## src/rtl/template_match_ctrl.sv

```systemverilog
// Frame sequencer for the waveform template matcher: clear, stream, settle, report.
// Optional TMC_VOTE_EN: 3-frame majority vote on the reported wave type.
module template_match_ctrl #(
  parameter int N_SAMPLES = 256,
  parameter int ADDR_W    = 8,
  parameter int SETTLE    = 2
) (
  input  logic              clk,
  input  logic              rst,
  input  logic              enable,
  input  logic              frame_ready,
  output logic              frame_ack,
  output logic              rd_en,
  output logic [ADDR_W-1:0] rd_addr,
  input  logic [7:0]        sample_in,
  output logic [ADDR_W-1:0] tpl_addr,
  output logic [7:0]        wave_out,
  output logic [7:0]        dwave_out,
  output logic              wave_valid,
  output logic              match_clr,
  input  logic [1:0]        wave_type_in,
  output logic [1:0]        wave_type_out,
  output logic              type_valid,
  output logic              busy,
  output logic [2:0]        state_dbg
);

  typedef enum logic [2:0] {
    S_IDLE   = 3'd0,
    S_CLEAR  = 3'd1,
    S_STREAM = 3'd2,
    S_SETTLE = 3'd3,
    S_REPORT = 3'd4
  } state_t;

  // SETTLE state spans the 2-cycle pipeline drain plus SETTLE extra cycles.
  localparam int CNT_W = $clog2(SETTLE + 2);
  localparam logic [CNT_W-1:0]  SETTLE_LAST = CNT_W'(SETTLE + 1);
  localparam logic [ADDR_W-1:0] LAST_ADDR   = ADDR_W'(N_SAMPLES - 1);

  state_t            state_q, state_d;
  logic [ADDR_W-1:0] addr_q, addr_d;
  logic [CNT_W-1:0]  cnt_q, cnt_d;
  logic              abort, rd_en_c, clr_c, report_c, latch_c;

  logic              rd_en_d1_q, wave_valid_q, first_q;
  logic [ADDR_W-1:0] tpl_addr_q;
  logic [7:0]        wave_q, dwave_q, prev_q;
  logic [1:0]        type_q, type_d;
  logic signed [9:0] diff;
  logic [7:0]        dwave_c;

  always_comb begin
    abort    = !enable && (state_q != S_IDLE);
    state_d  = state_q;
    addr_d   = addr_q;
    cnt_d    = cnt_q;
    rd_en_c  = 1'b0;
    clr_c    = 1'b0;
    report_c = 1'b0;
    latch_c  = 1'b0;
    case (state_q)
      S_IDLE: begin
        addr_d = '0;
        cnt_d  = '0;
        if (enable && frame_ready) state_d = S_CLEAR;
      end
      S_CLEAR: begin
        clr_c   = 1'b1;
        addr_d  = '0;
        state_d = S_STREAM;
      end
      S_STREAM: begin
        rd_en_c = 1'b1;
        if (addr_q == LAST_ADDR) begin
          addr_d  = '0;
          cnt_d   = '0;
          state_d = S_SETTLE;
        end else begin
          addr_d = addr_q + ADDR_W'(1);
        end
      end
      S_SETTLE: begin
        if (cnt_q == SETTLE_LAST) begin
          latch_c = 1'b1;
          state_d = S_REPORT;
        end else begin
          cnt_d = cnt_q + CNT_W'(1);
        end
      end
      S_REPORT: begin
        report_c = 1'b1;
        state_d  = S_IDLE;
      end
      default: state_d = S_IDLE;
    endcase
    if (abort) begin
      state_d  = S_IDLE;
      addr_d   = '0;
      cnt_d    = '0;
      clr_c    = 1'b0;
      report_c = 1'b0;
      latch_c  = 1'b0;
    end
  end

  always_ff @(posedge clk or posedge rst) begin
    if (rst) begin
      state_q <= S_IDLE;
      addr_q  <= '0;
      cnt_q   <= '0;
    end else begin
      state_q <= state_d;
      addr_q  <= addr_d;
      cnt_q   <= cnt_d;
    end
  end

  // Derivative offset by 128, saturated to the 8-bit range.
  assign diff = signed'({2'b00, sample_in}) - signed'({2'b00, prev_q}) + 10'sd128;
  always_comb begin
    dwave_c = diff[7:0];
    if (first_q)                dwave_c = 8'd128;
    else if (diff < 10'sd0)     dwave_c = 8'd0;
    else if (diff > 10'sd255)   dwave_c = 8'd255;
  end

  always_ff @(posedge clk or posedge rst) begin
    if (rst) begin
      rd_en_d1_q   <= 1'b0;
      wave_valid_q <= 1'b0;
      tpl_addr_q   <= '0;
      wave_q       <= '0;
      dwave_q      <= 8'd128;
      prev_q       <= '0;
      first_q      <= 1'b1;
    end else begin
      rd_en_d1_q   <= rd_en_c && !abort;
      wave_valid_q <= rd_en_d1_q && !abort;
      tpl_addr_q   <= addr_q;
      if (state_q == S_CLEAR) first_q <= 1'b1;
      if (rd_en_d1_q) begin
        wave_q  <= sample_in;
        dwave_q <= dwave_c;
        prev_q  <= sample_in;
        first_q <= 1'b0;
      end
    end
  end

`ifdef TMC_VOTE_EN
  logic [1:0] hist_q [3];

  // New result joins the two most recent ones; hold when all three differ.
  always_comb begin
    type_d = type_q;
    if (wave_type_in == hist_q[0] || wave_type_in == hist_q[1]) type_d = wave_type_in;
    else if (hist_q[0] == hist_q[1])                            type_d = hist_q[0];
  end

  always_ff @(posedge clk or posedge rst) begin
    if (rst) begin
      hist_q[0] <= 2'd0;
      hist_q[1] <= 2'd0;
      hist_q[2] <= 2'd0;
      type_q    <= 2'd0;
    end else if (latch_c) begin
      hist_q[0] <= wave_type_in;
      hist_q[1] <= hist_q[0];
      hist_q[2] <= hist_q[1];
      type_q    <= type_d;
    end
  end
`else
  assign type_d = wave_type_in;

  always_ff @(posedge clk or posedge rst) begin
    if (rst)          type_q <= 2'd0;
    else if (latch_c) type_q <= type_d;
  end
`endif

  assign frame_ack     = report_c;
  assign type_valid    = report_c;
  assign match_clr     = clr_c;
  assign rd_en         = rd_en_c;
  assign rd_addr       = addr_q;
  assign tpl_addr      = tpl_addr_q;
  assign wave_out      = wave_q;
  assign dwave_out     = dwave_q;
  assign wave_valid    = wave_valid_q;
  assign wave_type_out = type_q;
  assign busy          = (state_q != S_IDLE);
  assign state_dbg     = state_q;

endmodule
```

## config.mk

```make
export PLATFORM = sky130hd
export DESIGN_NAME = template_match_ctrl
export DESIGN_NICKNAME = d
export VERILOG_FILES = /design/src/rtl/template_match_ctrl.sv
export SDC_FILE = /design/constraint.sdc
export NUM_CORES = 1
export LEC_CHECK = 0
export CORE_MARGIN = 2
export CORE_UTILIZATION = 35
export CTS_CLUSTER_DIAMETER = 80
export DETAILED_ROUTE_END_ITERATION = 12
export PLACE_DENSITY = 0.6
export SLEW_MARGIN = 20
export SYNTH_ARGS = -nofsm -noshare
export SYNTH_HDL_FRONTEND = slang
export SYNTH_SLANG_ARGS = --single-unit
```

## constraint.sdc

```tcl
create_clock -name clk -period 2.5 [get_ports clk]
set_clock_uncertainty 0.15 [all_clocks]
set_input_delay 0.625 -clock clk [delete_from_list [all_inputs] [get_ports clk]]
set_output_delay 0.625 -clock clk [all_outputs]
set_load 0.03 [all_outputs]
```

Yosys cells after proc, flatten, opt, wreduce, memory -nomap -nowiden
Cells that the tools add are included.
{"block": "word_totals", "rom_bits": 0, "latchBits": 0, "ramBits": 0, "output_inout_bits": 43, "wordCells": 65, "register_bits": 42, "inputBits": 14, "memories": 0}
{"block": "op_classes", "n_mux": 25, "mul": 0, "div_mod_pow": 0, "n_eq_ne": 10, "bitwise_logic": 0, "n_reduce_logical": 14, "n_shift": 0, "addsub": 4, "magnitude_cmp": 2}
{"operator": "8-bit two-way mux", "count": 5}
{"operator": "8-bit one-hot mux with 2 select lines", "count": 1}
{"operator": "3-bit two-way mux", "count": 4}
{"operator": "3-bit != test (second input constant)", "count": 4}
{"operator": "3-bit one-hot mux with 4 select lines", "count": 1}
{"operator": "9-bit by 9-bit adder with 10-bit output (second input constant)", "count": 1}
{"operator": "10-bit by 9-bit > comparator with 1-bit output (second input constant)", "count": 1}
{"operator": "10-bit by 1-bit < comparator with 1-bit output (second input constant)", "count": 1}
{"operator": "1-bit two-way mux", "count": 10}
{"operator": "8-bit by 8-bit subtractor with 9-bit output", "count": 1}
{"operator": "8-bit by 1-bit adder with 8-bit output (second input constant)", "count": 1}
{"operator": "8-bit equality test (second input constant)", "count": 1}
{"operator": "3-bit by 2-bit equality test with 1-bit output (second input constant)", "count": 2}
{"operator": "2-bit two-way mux", "count": 3}
{"operator": "2-bit one-hot mux with 3 select lines", "count": 1}
{"operator": "3-bit AND reduction", "count": 2}
{"operator": "3-bit nonzero test", "count": 2}
{"operator": "1-bit logical AND", "count": 4}
{"operator": "4-bit nonzero test", "count": 1}
{"operator": "3-bit by 1-bit equality test with 1-bit output (second input constant)", "count": 1}
{"operator": "3-bit equality test (second input constant)", "count": 1}
{"operator": "3-bit logical NOT", "count": 1}
{"operator": "2-bit by 1-bit adder with 2-bit output (second input constant)", "count": 1}
{"operator": "2-bit equality test (second input constant)", "count": 1}
{"operator": "other kinds (3)", "count": 4}

Logic depth before layout (Yosys ltp)
Gate-level depths: netlist of the first run.
{"block": "depth", "depth_word": 6, "ltp_mapped": 9, "mapped_depth_nobuf": 9}

Least setup slack after synthesis of the first run
OpenSTA, ideal clock, no wires.
{"block": "synth_path", "path_type": "input port to flip-flop", "from": "input port sample_in[0]", "to": "register dwave_q[0] (netlist: dwave_out[0])", "n_path_buf": 0, "stages": 9, "setup_slack_ns": -0.044, "setup_ns": 0.082, "required_ns": 2.268, "t_arrival_ns": 2.311, "cell_sequence": "inv_1 ha_1 fa_1 nand2b_1 a21oi_1 o21ai_0 o21a_1 maj3_1 o22ai_1"}
{"block": "synth_via", "elab_chain_len": 6, "word_cells_on_any_way": 7, "cone_classes": "add/sub: 2; order compare: 2; mux: 3"}
{"element": "from (decl)", "line": "15", "text": "input logic [7:0] sample_in,"}
{"element": "8-bit by 8-bit subtractor with 9-bit output *", "line": "120", "text": "assign diff = signed'({2'b00, sample_in}) - signed'({2'b00, prev_q}) + 10'sd128;"}
{"element": "9-bit by 9-bit adder with 10-bit output *", "line": "120"}
{"element": "10-bit by 9-bit > comparator with 1-bit output", "line": "125", "text": "else if (diff > 10'sd255) dwave_c = 8'd255;"}
{"element": "8-bit two-way mux", "line": "125"}
{"element": "8-bit two-way mux *", "line": "124", "text": "else if (diff < 10'sd0) dwave_c = 8'd0;"}
{"element": "8-bit two-way mux *", "line": "123", "text": "if (first_q) dwave_c = 8'd128;"}
{"element": "to (signal assigned)", "line": "144", "text": "dwave_q <= dwave_c;"}
{"element": "to (decl)", "line": "48", "text": "logic [7:0] wave_q, dwave_q, prev_q;"}
Every way passes the cells marked *; elsewhere a longest branch is shown, timed or not.
A chain may end at the register's enable or synchronous reset.

Worst setup path after layout of the first run
{"block": "layout_path", "from": "input port sample_in[0]", "to": "register dwave_q[4] (netlist: dwave_out[4])"}
The elaborated chain is that of the path after synthesis.

==> impl_metrics.tcl, run 1 <==
set metrics [dict create \
    relSlewSlack_pct 78.1 \
    syn_area_per_cell_um2 10.2 \
    fin_nets 310 \
    post-route-min-period_ns 2.43 \
    drcViolationCount 0 \
    clock_latency_ns 0.30 \
    numCtsBuffers 5 \
    worstSetupEndpointType "register" \
    core_area_um2 5850 \
    setup_viol 0 \
    viasPerCell 4.86 \
    ys_seq_elements 42 \
    synth_largest_area_cell "dfrtp_1" \
    fp.dieH_um 81.2 \
    clockBufferDepth 2 \
    overflow 0 \
    clock_sinks 42 \
    root_buffer "clkbuf_8" \
    grt_max_degree 43 \
    wl_per_cell_um 13.2 \
    clk_pin_slew_ns 0.08 \
    area_growth_pct 50.1 \
    synth.most_common_cell "dfrtp_1" \
    yosysWarningCount 0 \
    peakVddDrop_v 0.000464 \
    drive_gt1_share_pct 21.8 \
    rows 28 \
    dr.pass1.iters 4 \
    path_buf_inv 2 \
    path_max_fanout 5 \
    seq_power_share_pct 31.1 \
    path_class "primary input to register" \
    drt_iter0_markers 34 \
    grt_setup_unrepaired "no" \
    finalHoldViolCount 0 \
    critPathSlowestCell "fa_2" \
    cts_htree_levels 2 \
    maxCapViolations 0 \
    yosys.area.top_type_share_pct 47.9 \
    netlist_area_um2 2090 \
    p_sw_mw 1.07 \
    setup_tns_ns 0 \
    drv_slew 0 \
    crit_chain "clkdlybuf4s15_2 > inv_2 > ha_4 > fa_2 > nand2b_4 > a21oi_4 > o21ai_4 > o21a_4 > or3_4 > o221ai_2" \
    grt_pass1_vias 1807 \
    dp.cells 350 \
    fin_crit_sh_pct 97.2 \
    stdcell_count 360 \
    async_reset_ff_share_pct 100 \
    synth_cell_types 42 \
    p_int_mw 1.77 \
    crit_family "adder cells" \
    cp.arrival_ns 2.50 \
    ys_seq_area_share_pct 50.4 \
    preCtsSetupSlack_ns -0.623 \
    p_comb_share_pct 49.7 \
    p_clk_share_pct 19.2 \
    die_w_um 81.2 \
    cp_slowest_stage_delay_ns 0.39 \
    syn_inst 205 \
    grt_antenna_before_repair 0 \
    vias 1749 \
    hpwlAfterDp_mm 3.38 \
    timing.fmax_mhz 411 \
    grt_util_all_layers_pct 15.8 \
    place.gp.congestion 0.789 \
    start_util_pct 35.7 \
    synth_common_cells "dfrtp_1, inv_1, o21ai_0, nand2_1, nor2_1" \
    crit_path_start_kind "primary input" \
    setup_slack_ns 0.0692 \
    ios 57 \
    synth_enable_flop_cells 0 \
    hold_class "register to register" \
    synthTopCellsByArea "dfrtp_1, ha_1, o21ai_0, inv_1, nand2_1" \
    p_leak_nw 1.44 \
    synth_nets 231 \
    worst_pin_slew_ns 0.328 \
    powerDensity_nw_per_um2 906 \
    cts_tree "built" \
    die_area_um2 6600 \
    swShare_pct 37.6 \
    postRouteAntennaNets 0 \
    r2r_slack_ns 0.15 \
    power_mw 2.84 \
    totalWireLength_mm 4.76 \
    status "complete, no violations" \
    io_buffers 56 \
    synthFlopType "dfrtp_1" \
    worst_ep_required_time_ns 2.57 \
    diodes 0 \
    grt_pass1_wl_mm 7.89 \
]
-- per-layer routing --
layer / up-vias / share of wire (%) / GRT usage, %
met4: 0 / 2.5 / 7.63
li1: 859 / - / -
met3: 12 / 4.1 / 3.67
met5: - / 0 / 0
met1: 831 / 42 / 17.7
met2: 47 / 51 / 28.0
-- state kept, by name, indices dropped and copies added (netlist names) --
signal / cells
state_dbg: 3
first_q: 1
cnt_q: 2
wave_valid: 1
prev_q: 8
dwave_out: 8
wave_type_out: 2
rd_addr: 8
tpl_addr: 8
rd_en_d1_q: 1
-- area by class of cell --
| type | instances | area, µm² |
|---|---|---|
| Inverter | 23 | 86.3 |
| Sequential cell | 42 | 1050 |
| Timing Repair Buffer | 76 | 716 |
| Fill cell | 532 | 2720 |
| Clock inverter | 2 | 37.5 |
| Tap cell | 75 | 93.8 |
| Multi-Input combinational cell | 136 | 1080 |
| Clock buffer | 6 | 72.6 |
-- metrics by stage --
step	instance area (µm²)	util (%)	hold WS (ns)
after floorplan	2100	-	0.302
after global placement	2880	49.1	0.293
after detailed placement	2880	49.1	0.291
after CTS	3100	53.1	0.311
after global routing	3140	53.6	0.334
final	3140	53.6	0.307
-- worst paths after layout --
| path | from | end | cells past startpoint |
|---|---|---|---|
| hold reg to reg | rd_addr[1] | tpl_addr[1] | 0 |
| hold / removal | rd_addr[1] | tpl_addr[1] | 0 |
| setup reg to reg | prev_q[0] | dwave_out[4] | 8 |
| min in group asynchronous | rst | dwave_out[5] | 3 |
| max in group asynchronous | rst | dwave_out[7] | 3 |
| setup / recovery | sample_in[0] | dwave_out[4] | 10 |
-- power groups by stage --
| stage | sequential (mW) | combinational (mW) | clock (mW) |
|---|---|---|---|
| after floorplan | 1.12 | 0.540 | 0 |
| after detailed placement | 0.896 | 1.25 | 0 |
| after global routing | 0.900 | 1.53 | 0.590 |
| after global placement | 0.892 | 1.23 | 0 |
| after CTS | 0.886 | 1.39 | 0.569 |
| final | 0.883 | 1.41 | 0.546 |
-- worst register-to-register path, delay by kind of cell, from the launching register on --
family / cells / cell delay (ns)
adders and majority gates: 2 / 0.58
and+or+nand+nor: 2 / 0.54
AOI/OAI and AO/OA: 4 / 0.55
DFF: 1 / 0.45
-- cell usage in the layout (no fill, tap or decap), types with 2 or more instances in the layout --
| cell type | n |
|---|---|
| clkdlybuf4s50_1 | 44 |
| dfrtp_1 | 40 |
| inv_1 | 21 |
| o21ai_0 | 21 |
| buf_4 | 21 |
| nand2_1 | 20 |
| nor2_1 | 16 |
| ha_1 | 7 |
| dlygate4sd2_1 | 6 |
| a21oi_1 | 5 |
| o221ai_2 | 5 |
| nand2b_1 | 5 |
| clkbuf_8 | 5 |
| o21a_1 | 4 |
| xor2_1 | 4 |
| and3_1 | 4 |
| ha_4 | 4 |
| nand2b_4 | 3 |
| mux2_2 | 3 |
| a21o_1 | 2 |
| maj3_1 | 2 |
| o22ai_1 | 2 |
| and2_1 | 2 |
| nand3_1 | 2 |
| o21ai_2 | 2 |
| inv_2 | 2 |
| dfstp_2 | 2 |
-- kinds of logic after synthesis --
family / share of synthesized area [%]
buffers and inverters: 5.03
muxes: 1.62
and+or+nand+nor: 13.7
AOI/OAI and AO/OA: 18.2
DFF: 50.4
xor gates and xnor gates: 2.52
adders and majority gates: 8.51
-- repair_timing --
item	CTS	global route
buffers inserted	2	0
pin swaps	13	4
resized for setup	29	5
setup endpoints to repair	10	6
gates cloned	0	0
hold buffers	0	0
(Power assumes the default switching activity.)
==> run 2: changes to the inputs <==
Settings changed: CAP_MARGIN set to 15, SLEW_MARGIN 20 to not set.
==> results of run 2 <==
Final layout, timing and power as in run 1 (identical DEF).
==> run 3: changes to the inputs <==
Settings changed: CORE_MARGIN 2 to not set.
==> run 3 against run 2 <==
  * First-iteration DRC count increased by 85%
  * Die area decreased by 4.9%
  * Highest routed layer unchanged
  * Critical endpoint is now dwave_out[5]
  * Critical path depth stayed put
  * Wire length down 0.48%
  * Register-to-register slack better by 0.04 ns
  * Utilization grew 1.4 points
==> impl_metrics.tcl, run 3 (synthesized netlist as in run 1, its figures left out) <==
set metrics [dict create \
    status "complete, no violations" \
    numCtsBuffers 5 \
    grt_max_degree 43 \
    rows 27 \
    layout_commonest_cell "clkdlybuf4s50_1" \
    hpwlAfterDp_mm 3.29 \
    clk_pin_slew_ns 0.09 \
    critPathSlowestCell "or3_4" \
    cp.arrival_ns 2.50 \
    regArea_um2 1050 \
    root_buffer "clkbuf_8" \
    drcViolationCount 0 \
    vias 1726 \
    postRouteAntennaNets 0 \
    worst_ep_required_time_ns 2.57 \
    crit_path_start_kind "primary input" \
    start_util_pct 37.0 \
    worst_pin_slew_ns 0.350 \
    powerDensity_nw_per_um2 884 \
    setup_viol 0 \
    overflow 0 \
    swShare_pct 39.1 \
    hold_class "register to register" \
    clock_sinks 42 \
    fp.dieH_um 79.2 \
    relSlewSlack_pct 76.7 \
    final_area_um2 3100 \
    cts_htree_levels 2 \
    p_comb_share_pct 51.9 \
    grt_pass1_vias 1780 \
    worstSetupEndpointType "register" \
    core_area_um2 5640 \
    fillers 506 \
    io_buffers 56 \
    setup_slack_ns 0.0681 \
    die_w_um 79.2 \
    diodes 0 \
    grt_antenna_before_repair 0 \
    totalWireLength_mm 4.74 \
    timing.fmax_mhz 411 \
    fin_nets 308 \
    finalHoldViolCount 0 \
    cp_slowest_stage_delay_ns 0.45 \
    path_class "primary input to register" \
    finalCoreUtilization_pct 55.0 \
    crit_chain "clkdlybuf4s15_2 > inv_2 > ha_2 > fa_2 > nand2b_4 > a21oi_4 > o21ai_4 > o21a_1 > or3_4 > o221ai_2" \
    multiInputGateArea_um2 1070 \
    clockBufferDepth 2 \
    p_leak_nw 1.44 \
    mostFrequentLayoutCells "clkdlybuf4s50_1, dfrtp_1, inv_1, o21ai_0, nand2_1" \
    maxCapViolations 0 \
    viasPerCell 4.86 \
    path_max_fanout 5 \
    dr.pass1.iters 4 \
    post-route-min-period_ns 2.43 \
    p_sw_mw 1.07 \
    place.gp.congestion 0.773 \
    drive_gt1_share_pct 21.9 \
    cts_tree "built" \
    seq_power_share_pct 32.1 \
    power_mw 2.74 \
    area_growth_pct 48.5 \
    drt_iter0_markers 63 \
    p_int_mw 1.67 \
    fin_crit_sh_pct 97.3 \
    grt_pass1_wl_mm 8.21 \
    drv_slew 0 \
    grt_setup_unrepaired "no" \
    wl_per_cell_um 13.3 \
    p_clk_share_pct 16.1 \
    peakVddDrop_v 0.000423 \
    clock_latency_ns 0.29 \
    die_area_um2 6280 \
    place_area_um2 2840 \
    ios 57 \
    grt_util_all_layers_pct 17.0 \
    preCtsSetupSlack_ns -0.580 \
]
==> run 3: cell count changes in the layout (fill, tap and decap cells not counted), sizes merged, moves of 2 or more <==
cell | previous run | this run
dlymetal6s2s | 1 | 4
dlygate4sd2 | 6 | 4
clkinv | 0 | 3
buf | 23 | 21
==> run 3: layout make-up <==
| cell class | instances | share of cell area [%] |
|---|---|---|
| clock inverter | 3 | 0.605 |
| timing repair buffer | 74 | 22.9 |
| multi-input combinational | 136 | 34.6 |
| tap | 72 | 2.90 |
| sequential | 42 | 34.0 |
| inverter | 23 | 2.78 |
| clock buffer | 5 | 2.22 |
==> run 3: through the flow <==
stage	hold WS, ns	cells	setup TNS [ns]
5_1_grt	0.352	355	0
2_1_floorplan	0.302	205	0
6_report	0.325	355	0
3_5_place_dp	0.305	343	-4.28
3_3_place_gp	0.307	343	-4.05
4_1_cts	0.326	354	0
==> run 3: layer usage <==
layer  GRT usage, %  vias to the layer above  share of wire (%)
li1               -                      857                  -
met1           20.2                      826                 46
met2           29.4                       41                 49
met3           4.60                        2                4.3
met4           5.45                        0               0.46
met5              0                        -                  0
==> run 3: path summary, 6_finish.rpt <==
| check | from | end | slack [ns] | depth (start not counted) |
|---|---|---|---|---|
| max in group asynchronous | rst | dwave_out[7] | 1.41 | 3 |
| worst min register to register | rd_addr[5] | tpl_addr[5] | 0.33 | 0 |
| min in group asynchronous | rst | prev_q[3] | 0.52 | 3 |
| worst max register to register | prev_q[0] | dwave_out[5] | 0.19 | 8 |
| worst max-delay path | sample_in[0] | dwave_out[5] | 0.07 | 10 |
| worst min-delay path | rd_addr[5] | tpl_addr[5] | 0.33 | 0 |
==> run 3: what timing repair did <==
item	4_1_cts	5_1_grt
hold buffers	0	0
pin swaps	12	8
gates resized for setup	26	7
buffers inserted	3	1
setup endpoints to repair	9	7
==> run 3: power by group through the flow <==
stage          clock network (mW)  registers, mW  logic (mW)
2_1_floorplan                   0           1.12       0.540
3_3_place_gp                    0          0.893        1.22
3_5_place_dp                    0          0.896        1.22
4_1_cts                     0.462          0.883        1.39
5_1_grt                     0.494          0.896        1.55
6_report                    0.440          0.879        1.42
==> run 3: worst max-delay path, delay by kind of cell <==
| family | cells | cell delay (ns) |
|---|---|---|
| buf+inv | 2 | 0.23 |
| simple gates | 2 | 0.61 |
| fa+ha+maj | 2 | 0.50 |
| compound gates | 4 | 0.53 |
